===== src/rtl/rv64_alu_pkg.sv =====
// Shared ALU control, opcode and immediate-format definitions for the RV64 issue stage.
package rv64_alu_pkg;

   localparam logic [4:0] ALU_ADD  = 5'b00000;
   localparam logic [4:0] ALU_SUB  = 5'b10000;
   localparam logic [4:0] ALU_AND  = 5'b00001;
   localparam logic [4:0] ALU_OR   = 5'b00010;
   localparam logic [4:0] ALU_XOR  = 5'b00011;
   localparam logic [4:0] ALU_SLL  = 5'b00100;
   localparam logic [4:0] ALU_SRL  = 5'b00101;
   localparam logic [4:0] ALU_SRA  = 5'b10110;
   localparam logic [4:0] ALU_SLT  = 5'b11111;
   localparam logic [4:0] ALU_SLTU = 5'b10111;

   localparam logic [6:0] OPC_OP        = 7'b0110011;
   localparam logic [6:0] OPC_OP_IMM    = 7'b0010011;
   localparam logic [6:0] OPC_OP32      = 7'b0111011;
   localparam logic [6:0] OPC_OP_IMM32  = 7'b0011011;
   localparam logic [6:0] OPC_LUI       = 7'b0110111;
   localparam logic [6:0] OPC_AUIPC     = 7'b0010111;
   localparam logic [6:0] OPC_JAL       = 7'b1101111;
   localparam logic [6:0] OPC_JALR      = 7'b1100111;
   localparam logic [6:0] OPC_BRANCH    = 7'b1100011;
   localparam logic [6:0] OPC_LOAD      = 7'b0000011;
   localparam logic [6:0] OPC_STORE     = 7'b0100011;

   typedef enum logic [2:0] {
      IMM_I,
      IMM_S,
      IMM_B,
      IMM_U,
      IMM_J
   } imm_fmt_e;

   typedef struct packed {
      logic [4:0]  alu_ctr;
      logic        word_op;
      logic [63:0] src1;
      logic [63:0] src2;
      logic [63:0] imm;
      logic [4:0]  rd;
      logic        rd_wen;
      logic        branch;
      logic        jump;
      logic [2:0]  funct3;
   } issue_t;

endpackage


===== src/rtl/rv64_imm_gen.sv =====
// Combinational RV64 immediate generator: I/S/B/U/J forms sign-extended to 64 bits.
module rv64_imm_gen
   import rv64_alu_pkg::*;
(
   input  logic [31:0] inst,
   input  imm_fmt_e    fmt,
   output logic [63:0] imm
);

   always_comb begin
      imm = '0;
      case (fmt)
         IMM_I:   imm = {{52{inst[31]}}, inst[31:20]};
         IMM_S:   imm = {{52{inst[31]}}, inst[31:25], inst[11:7]};
         IMM_B:   imm = {{51{inst[31]}}, inst[31], inst[7], inst[30:25], inst[11:8], 1'b0};
         IMM_U:   imm = {{32{inst[31]}}, inst[31:12], 12'b0};
         IMM_J:   imm = {{43{inst[31]}}, inst[31], inst[19:12], inst[20], inst[30:21], 1'b0};
         default: imm = '0;
      endcase
   end

endmodule


===== src/rtl/rv64_alu_issue.sv =====
// RV64I decode/issue stage: one registered slot with valid/ready toward EX.
// Define RV64_ISSUE_ILLEGAL_CHECK_EN to register out_illegal for unlisted encodings.
module rv64_alu_issue
   import rv64_alu_pkg::*;
#(
   parameter int unsigned XLEN         = 64,
   parameter logic [63:0] RESET_PC_SRC = '0
) (
   input  logic            clk,
   input  logic            rst,
   input  logic            flush,
   input  logic            in_valid,
   output logic            in_ready,
   input  logic [31:0]     in_inst,
   input  logic [XLEN-1:0] in_pc,
   input  logic [XLEN-1:0] in_rs1_data,
   input  logic [XLEN-1:0] in_rs2_data,
   output logic            out_valid,
   input  logic            out_ready,
   output logic [4:0]      out_alu_ctr,
   output logic            out_word_op,
   output logic [XLEN-1:0] out_src1,
   output logic [XLEN-1:0] out_src2,
   output logic [XLEN-1:0] out_imm,
   output logic [4:0]      out_rd,
   output logic            out_rd_wen,
   output logic            out_branch,
   output logic            out_jump,
   output logic [2:0]      out_funct3,
   output logic            out_illegal
);

   logic [6:0]  opcode;
   logic [2:0]  funct3;
   logic [6:0]  funct7;
   logic [63:0] imm;
   logic [63:0] shamt;
   imm_fmt_e    fmt;
   logic        legal;
   logic        accept;
   issue_t      dec;
   issue_t      issue_d, issue_q;
   logic        valid_d, valid_q;

   assign opcode = in_inst[6:0];
   assign funct3 = in_inst[14:12];
   assign funct7 = in_inst[31:25];
   assign shamt  = {58'b0, in_inst[25:20]};

   rv64_imm_gen u_imm_gen (
      .inst (in_inst),
      .fmt  (fmt),
      .imm  (imm)
   );

   always_comb begin
      fmt         = IMM_I;
      legal       = 1'b0;
      dec         = '0;
      dec.src1    = in_rs1_data;
      dec.src2    = in_rs2_data;
      dec.rd      = in_inst[11:7];
      dec.funct3  = funct3;
      case (opcode)
         OPC_OP: begin
            legal       = 1'b1;
            dec.rd_wen  = 1'b1;
            case ({funct7, funct3})
               {7'b0000000, 3'b000}: dec.alu_ctr = ALU_ADD;
               {7'b0100000, 3'b000}: dec.alu_ctr = ALU_SUB;
               {7'b0000000, 3'b001}: dec.alu_ctr = ALU_SLL;
               {7'b0000000, 3'b010}: dec.alu_ctr = ALU_SLT;
               {7'b0000000, 3'b011}: dec.alu_ctr = ALU_SLTU;
               {7'b0000000, 3'b100}: dec.alu_ctr = ALU_XOR;
               {7'b0000000, 3'b101}: dec.alu_ctr = ALU_SRL;
               {7'b0100000, 3'b101}: dec.alu_ctr = ALU_SRA;
               {7'b0000000, 3'b110}: dec.alu_ctr = ALU_OR;
               {7'b0000000, 3'b111}: dec.alu_ctr = ALU_AND;
               default:              legal = 1'b0;
            endcase
         end
         OPC_OP_IMM: begin
            legal       = 1'b1;
            dec.rd_wen  = 1'b1;
            dec.src2    = imm;
            case (funct3)
               3'b000: dec.alu_ctr = ALU_ADD;
               3'b010: dec.alu_ctr = ALU_SLT;
               3'b011: dec.alu_ctr = ALU_SLTU;
               3'b100: dec.alu_ctr = ALU_XOR;
               3'b110: dec.alu_ctr = ALU_OR;
               3'b111: dec.alu_ctr = ALU_AND;
               3'b001: begin
                  dec.alu_ctr = ALU_SLL;
                  dec.src2    = shamt;
                  legal       = (in_inst[31:26] == 6'b000000);
               end
               default: begin
                  dec.alu_ctr = in_inst[30] ? ALU_SRA : ALU_SRL;
                  dec.src2    = shamt;
                  legal       = (in_inst[31:26] == 6'b000000) || (in_inst[31:26] == 6'b010000);
               end
            endcase
         end
         OPC_OP32: begin
            legal       = 1'b1;
            dec.rd_wen  = 1'b1;
            dec.word_op = 1'b1;
            case ({funct7, funct3})
               {7'b0000000, 3'b000}: dec.alu_ctr = ALU_ADD;
               {7'b0100000, 3'b000}: dec.alu_ctr = ALU_SUB;
               {7'b0000000, 3'b001}: dec.alu_ctr = ALU_SLL;
               {7'b0000000, 3'b101}: dec.alu_ctr = ALU_SRL;
               {7'b0100000, 3'b101}: dec.alu_ctr = ALU_SRA;
               default:              legal = 1'b0;
            endcase
         end
         OPC_OP_IMM32: begin
            dec.rd_wen  = 1'b1;
            dec.word_op = 1'b1;
            dec.src2    = imm;
            case (funct3)
               3'b000: legal = 1'b1;
               3'b001: begin
                  dec.alu_ctr = ALU_SLL;
                  dec.src2    = shamt;
                  legal       = (funct7 == 7'b0000000);
               end
               3'b101: begin
                  dec.alu_ctr = in_inst[30] ? ALU_SRA : ALU_SRL;
                  dec.src2    = shamt;
                  legal       = (funct7 == 7'b0000000) || (funct7 == 7'b0100000);
               end
               default: legal = 1'b0;
            endcase
         end
         OPC_LUI: begin
            legal      = 1'b1;
            fmt        = IMM_U;
            dec.rd_wen = 1'b1;
            dec.src1   = '0;
            dec.src2   = imm;
         end
         OPC_AUIPC: begin
            legal      = 1'b1;
            fmt        = IMM_U;
            dec.rd_wen = 1'b1;
            dec.src1   = in_pc;
            dec.src2   = imm;
         end
         OPC_JAL, OPC_JALR: begin
            legal      = (opcode == OPC_JAL) || (funct3 == 3'b000);
            fmt        = (opcode == OPC_JAL) ? IMM_J : IMM_I;
            dec.rd_wen = 1'b1;
            dec.jump   = 1'b1;
            dec.src1   = in_pc;
            dec.src2   = 64'd4;
         end
         OPC_BRANCH: begin
            fmt        = IMM_B;
            dec.branch = 1'b1;
            legal      = (funct3[2:1] != 2'b01);
            case (funct3[2:1])
               2'b00:   dec.alu_ctr = ALU_SUB;
               2'b10:   dec.alu_ctr = ALU_SLT;
               default: dec.alu_ctr = ALU_SLTU;
            endcase
         end
         OPC_LOAD: begin
            legal      = (funct3 != 3'b111);
            dec.rd_wen = 1'b1;
            dec.src2   = imm;
         end
         OPC_STORE: begin
            legal    = ~funct3[2];
            fmt      = IMM_S;
            dec.src2 = imm;
         end
         default: legal = 1'b0;
      endcase
      // Unrecognised encodings collapse to a harmless ADD with no side effects.
      if (!legal) begin
         dec.alu_ctr = ALU_ADD;
         dec.word_op = 1'b0;
         dec.rd_wen  = 1'b0;
         dec.branch  = 1'b0;
         dec.jump    = 1'b0;
      end
      if (dec.rd == 5'd0) dec.rd_wen = 1'b0;
      dec.imm = imm;
   end

   assign in_ready = ~valid_q | out_ready;
   assign accept   = in_valid & in_ready & ~flush;

   always_comb begin
      issue_d = accept ? dec : issue_q;
      if (flush)          valid_d = 1'b0;
      else if (accept)    valid_d = 1'b1;
      else if (out_ready) valid_d = 1'b0;
      else                valid_d = valid_q;
   end

   always_ff @(posedge clk or posedge rst) begin
      if (rst) begin
         valid_q      <= 1'b0;
         issue_q      <= '0;
         issue_q.src1 <= RESET_PC_SRC;
         issue_q.src2 <= RESET_PC_SRC;
         issue_q.imm  <= RESET_PC_SRC;
      end else begin
         valid_q <= valid_d;
         issue_q <= issue_d;
      end
   end

`ifdef RV64_ISSUE_ILLEGAL_CHECK_EN
   logic illegal_d, illegal_q;

   always_comb illegal_d = accept ? ~legal : illegal_q;

   always_ff @(posedge clk or posedge rst) begin
      if (rst) illegal_q <= 1'b0;
      else     illegal_q <= illegal_d;
   end

   assign out_illegal = illegal_q;
`else
   assign out_illegal = 1'b0;
`endif

   assign out_valid   = valid_q;
   assign out_alu_ctr = issue_q.alu_ctr;
   assign out_word_op = issue_q.word_op;
   assign out_src1    = issue_q.src1;
   assign out_src2    = issue_q.src2;
   assign out_imm     = issue_q.imm;
   assign out_rd      = issue_q.rd;
   assign out_rd_wen  = issue_q.rd_wen;
   assign out_branch  = issue_q.branch;
   assign out_jump    = issue_q.jump;
   assign out_funct3  = issue_q.funct3;

endmodule


===== config.mk =====
export PLATFORM = sky130hd
export DESIGN_NAME = rv64_alu_issue
export DESIGN_NICKNAME = d
export VERILOG_FILES = /design/src/rtl/rv64_alu_pkg.sv /design/src/rtl/rv64_imm_gen.sv /design/src/rtl/rv64_alu_issue.sv
export SDC_FILE = /design/constraint.sdc
export NUM_CORES = 1
export LEC_CHECK = 0
export ABC_AREA = 0
export CAP_MARGIN = 5
export CORE_AREA = 2 2 170 172
export CTS_BUF_LIST = sky130_fd_sc_hd__clkbuf_4 sky130_fd_sc_hd__clkbuf_8
export DETAILED_ROUTE_END_ITERATION = 12
export DIE_AREA = 0 0 172 174
export PLACE_DENSITY_LB_ADDON = 0.15
export SETUP_SLACK_MARGIN = 0.1
export SYNTH_ARGS = -nofsm -noshare
export SYNTH_HDL_FRONTEND = slang
export SYNTH_SLANG_ARGS = --single-unit
export TNS_END_PERCENT = 50

===== constraint.sdc =====
create_clock -name clk -period 7.1 [get_ports clk]
set_input_delay 1.42 -clock clk [delete_from_list [all_inputs] [get_ports clk]]
set_output_delay 1.42 -clock clk [all_outputs]
set_load 0.05 [all_outputs]

* Yosys cells after proc, flatten, opt, wreduce, memory -nomap -nowiden
Cells that the tools add are included.
** Storage, ports and cells
- Memory bits (read-only) :: 0
- Word-level logic and storage cells :: 103
- Bits in writable memories :: 0
- Memories :: 0
- Register bits after elaboration :: 210
- Input port bits :: 229
- Bits in latches :: 0
- Output and inout port bits :: 212
** Operators by class
- Shift-type cells :: 0
- Multiply operators :: 0
- Eq/ne operators :: 36
- Mux-type cells :: 29
- Order comparisons :: 0
- Divide/modulo/power cells :: 0
- Bitwise operators :: 6
- Reduce and logical (&&, ||, !) cells :: 21
- Add/sub/neg operators :: 0
** Operators with widths (count)
- $pmux W64 S5 :: 1
- $pmux W64 S4 :: 1
- $mux W64 :: 2
- $pmux W64 S2 :: 1
- $pmux W5 S9 :: 1
- $eq A10 B3 Y1 const B :: 4
- $eq A7 B6 Y1 const B :: 5
- $pmux W5 S7 :: 1
- $pmux W5 S5 :: 1
- $eq A7 B5 Y1 const B :: 3
- $eq A7 B7 Y1 const B :: 3
- $eq A10 B2 Y1 const B :: 2
- $eq A10 B9 Y1 const B :: 2
- $pmux W5 S4 :: 1
- $eq A3 B3 Y1 const B :: 5
- $eq A3 B2 Y1 const B :: 4
- $pmux W3 S4 :: 1
- $eq A10 B1 Y1 const B :: 1
- $logic_not A10 Y1 :: 1
- $mux W1 :: 10
- $pmux W5 S2 :: 1
- $reduce_or A10 Y1 :: 1
- $pmux W1 S9 :: 1
- $reduce_or A9 Y1 :: 1
- other kinds (27) :: 38

* Longest topological paths before layout
- Word-level depth :: 7
- Gate-level depth with buffers :: 9
- Mapped depth without buffers :: 6

* Cells and area by module
A second synthesis with hierarchy kept.
** Second synthesis, totals
- Cell total of the unflattened synthesis :: 1155
- Area total of the unflattened synthesis :: 10191.0 sq um
** Modules (own cells, without submodules)
- rv64_alu_issue :: instances 1, area an instance 9410.3 sq um, seq. area each 5255.0 sq um, cells an instance 1029
- rv64_imm_gen :: instances 1, area an instance 780.7 sq um, seq. area each 0.0 sq um, cells an instance 126

* Least setup slack after synthesis
OpenSTA, ideal clock, no wires.
- Kind :: input to output
- Start :: input port out_ready
- End :: output port in_ready
- Required time :: 5.680 ns
- Setup slack :: 3.867 ns
- Path buffers :: 0
- Cell stages on the path :: 2
- Arrival :: 1.813 ns
- Path through :: nor2b_1 inv_1
** On the way
- Longest elaborated chain between the ends :: 1
** Ends and longest elaborated chain
- from (decl) :: RTL line rv64_alu_issue.sv:19 : input logic out_ready,
- $or A1 B1 Y1 :: RTL line rv64_alu_issue.sv:193 : assign in_ready = ~valid_q | out_ready;
- to (decl) :: RTL line rv64_alu_issue.sv:13 : output logic in_ready,
No other way between the ends.

* Final worst setup path
Ends and elaborated chain as after synthesis.

==> results.md <==
### Run status
• result of the run: finished clean

### Yosys
• adder-cell share of the synthesized area: 0%
• count of unique library cells instantiated by Yosys: 59
• sequential element share of the synthesized area: 52.57%
• prevailing post-synth register cell: sky130_fd_sc_hd__dfrtp_1
• Synth async-reset ratio: 100.0%
• xor and xnor area share after synthesis: 0.1034%
• flop and latch count out of synthesis: 178
• dominant combinational cell family by area after synthesis: compound AO/OA/AOI/OAI gates
• simple-gate area share of the yosys netlist: 18.47%
• synthesized area divided by synthesized cell count: 9.072 um2
• count of mapped cells out of synthesis: 934
• share of synthesized area spent on multiplexers: 0%
• fraction of the mapped netlist area in compound gates: 21.65%
• number of synthesis warnings: 0
• count of flip-flops with a built-in enable after synthesis: 0
• Mapped Nets: 1163
• cell area after synthesis: 8473 um2

### Placement
• IO Port Bufs: 439
• DP Wirelength: 24.46 mm
• placer's final routability congestion estimate: 0.8642

### STA
• final hold viol count: 0
• number of max-slew violations in the final report: 0
• final-layout setup total negative slack: 0 ps
• transition time at the pin with the least slew margin: 1021 ps
• final clock skew: 11.49 ps
• worst relative slew slack: 31.92%
• Fmax: 233.7 MHz
• Final setup violation count: 0
• post-route minimum period: 4280 ps
• share of the clock period used by the worst path after layout: 60.28%
• setup repair after global routing missed its margin: false

### Worst setup path
• endpoint of the worst register-to-register path: out_src2[33]
• max incr delay on CP: 710 ps
• Crit. path cell count: 4
• most frequent cell on the critical path: sky130_fd_sc_hd__clkdlybuf4s50_1
• Data arrival, critical path: 2860 ps
• category of the worst setup path launch point: primary input
• origin of the critical flop-to-flop path: out_valid
• biggest fanout along the worst timing path: 3
• kind of critical path: primary input to output port
• cell count of the worst reg-to-reg path: 6
• worst path cell trace: clkdlybuf4s50_1 > nor2b_1 > inv_1 > clkdlybuf4s50_1
• setup slack on the worst flop-to-flop path: 4500 ps
• CP delay by family, top: buffers and inverters
• endpoint class of the critical path: output port
• data required time at the worst endpoint: 5680 ps
• cell with the largest stage delay on the worst path: sky130_fd_sc_hd__clkdlybuf4s50_1
• Bufs and invs on worst path: 3

### Route
• 1st-pass router iterations: 5
• routed wire length: 34.45 mm
• DR WL/cell: 20.36 um
• initial DRC count: 662
• vias post-DR: 8355
• Via-to-Cell Ratio: 4.938
• residual DRC count: 0
• antenna-violating nets left: 0

### GRT
• initial antenna violation count: 2
• wire length of the first global-routing pass: 50.69 mm
• GRT Residual Overflow: 0
• total global-route track usage: 22.27%
• largest net degree at the start of global routing: 182
• vias in the first global route: 8151

### CTS
• # clock sinks: 178
• Worst-Skew Late Latency: 450 ps
• count of buffers added by post-CTS timing repair for setup: 0
• CTS tree: done
• buffer cell driving the clock tree root: sky130_fd_sc_hd__clkbuf_8
• number of buffers on the longest clock path: 2
• number of resized instances in the post-cts repair step: 0
• clock buffers created by TritonCTS: 17
• hold bufs inserted after CTS: 0
• Worst-path clk slew: 100 ps
• number of levels the H-tree was split into: 4

### Power and ir drop
• VDD IR max: 0.09079 mV
• P_leak: 5.379 nW
• Power Dens Cells: 256.6 nW/um2

### Cells and area
• Util after Layout: 47.15%
• combined area of the multi-input logic cells: 3465 um2
• Area Overhead vs Synth: 57.12%
• Total Nets Final: 1523
• share of layout cells above drive strength 1: 4.361%
• combined flip-flop and latch cell area: 4454 um2
• Layout fillers: 2823

### Hold path
• worst hold path cell count: 2
• Hold Path Sink: out_funct3[1]
• start point of the worst hold path: out_funct3[1]
• path category of the worst min-delay check: flip-flop to flip-flop

### Floorplan
• initial cell density of the core: 30.01%
• number of primary I/O pins: 441
• Row Count: 62
• Total Die Area: 29930 um2
• die span in y: 174 um
• Die W: 172 um
• Std-Cell Core Area: 28240 um2

### Job
• number of violations of the max-capacitance limit: 0

==> area by class of cell <==
type	count	area share, %
diodes	1	0.01880
clock buffers	19	1.917
clock inverters	13	1.015
inverters	7	0.2538
multi-input cells	642	26.02
flip-flops and latches	178	33.46
well taps	384	3.609
repair buffers	448	33.70
==> sequential cells by signal, summed over array words and instances, names as in the netlist <==
| register | count |
|---|---|
| out_alu_ctr | 5 |
| out_word_op | 1 |
| out_valid | 1 |
| out_rd_wen | 1 |
| out_jump | 1 |
| out_funct3 | 3 |
| out_src2 | 64 |
| out_branch | 1 |
| out_src1 | 64 |
| out_rd | 5 |
| out_imm | 32 |
==> worst max path at each step <==
| stage | slack, ps | from | to |
|---|---|---|---|
| 2_1_floorplan | 850 | rst | out_alu_ctr[0] |
| 3_3_place_gp | 2670 | in_inst[3] | out_src2[8] |
| 3_5_place_dp | 2580 | in_inst[3] | out_src2[9] |
| 4_1_cts | 2810 | out_ready | in_ready |
| 5_1_grt | 2780 | out_ready | in_ready |
| 6_report | 2820 | out_ready | in_ready |
==> metrics by stage <==
stage | instances | instance area [um2] | hold WS [ps] | power (mW) | setup WS, ps
finish | 1692 | 13310 | 484.7 | 3.416 | 2820
detailed placement | 1659 | 12920 | 462.9 | 2.739 | 2583
global route | 1691 | 13310 | 510.6 | 3.575 | 2777
CTS | 1691 | 13310 | 488.6 | 3.460 | 2812
floorplan | 934 | 8473 | 744.4 | 2.163 | 849.7
global placement | 1659 | 12920 | 457.4 | 2.729 | 2669
==> cell usage after synthesis, types with 5 or more instances <==
library cell | number | area, um2
sky130_fd_sc_hd__nor2_1 | 204 | 765.7
sky130_fd_sc_hd__dfrtp_1 | 178 | 4454
sky130_fd_sc_hd__nand2_1 | 113 | 424.2
sky130_fd_sc_hd__a21oi_1 | 79 | 395.4
sky130_fd_sc_hd__a221oi_1 | 75 | 656.9
sky130_fd_sc_hd__o21ai_0 | 54 | 270.3
sky130_fd_sc_hd__clkbuf_1 | 42 | 157.7
sky130_fd_sc_hd__buf_4 | 34 | 255.2
sky130_fd_sc_hd__buf_2 | 17 | 85.08
sky130_fd_sc_hd__a2bb2oi_1 | 12 | 105.1
sky130_fd_sc_hd__buf_1 | 10 | 37.54
sky130_fd_sc_hd__o21a_1 | 8 | 60.06
sky130_fd_sc_hd__inv_1 | 7 | 26.28
sky130_fd_sc_hd__nor3_1 | 6 | 30.03
sky130_fd_sc_hd__a31oi_1 | 5 | 31.28
sky130_fd_sc_hd__nor2b_1 | 5 | 31.28
==> worst reg2reg max path: cells and delay by family, from the launching register on <==
| family | cells | cell delay (ps) |
|---|---|---|
| simple gates | 2 | 290 |
| flops | 1 | 380 |
| buf+inv | 2 | 310 |
| compound gates | 2 | 1450 |
==> cells by family after synthesis <==
family,after synthesis
compound gates,271
xor+xnor,1
buf+inv,114
flops,178
other cells,1
simple gates,369
==> cell usage in the layout (no fill, tap or decap), drive strengths merged, types with 3 or more instances in the layout <==
master,n
nor2b,5
o211ai,3
and3,3
nor2,206
o21ai,57
buf,9
clkbuf,19
a21o,3
a211oi,3
nand4,3
nor3b,6
a22o,4
a32o,4
a21oi,79
dfrtp,178
a31oi,5
clkinv,4
nand2,113
nand2b,4
o21a,8
clkdlybuf4s50,439
a2bb2oi,12
nor3,8
a221oi,75
nand3b,4
nand3,3
or3,3
inv,15
==> where the power goes <==
group / switching (mW) / leakage [nW] / internal (mW) / total (mW)
combinational: 0.959 / 3.12 / 0.499 / 1.46
sequential: 0.0866 / 2.06 / 1.16 / 1.25
clock: 0.433 / 0.199 / 0.277 / 0.710
total: 1.48 / 5.38 / 1.94 / 3.42
==> metal layers <==
| metal | global-route usage (%) | share of wire (%) |
|---|---|---|
| met1 | 27.46 | 41 |
| met2 | 37.99 | 49 |
| met3 | 5.783 | 7.3 |
| met4 | 6.933 | 2.3 |
| met5 | 0 | 0.038 |
Power figures use the tool's default switching activity.
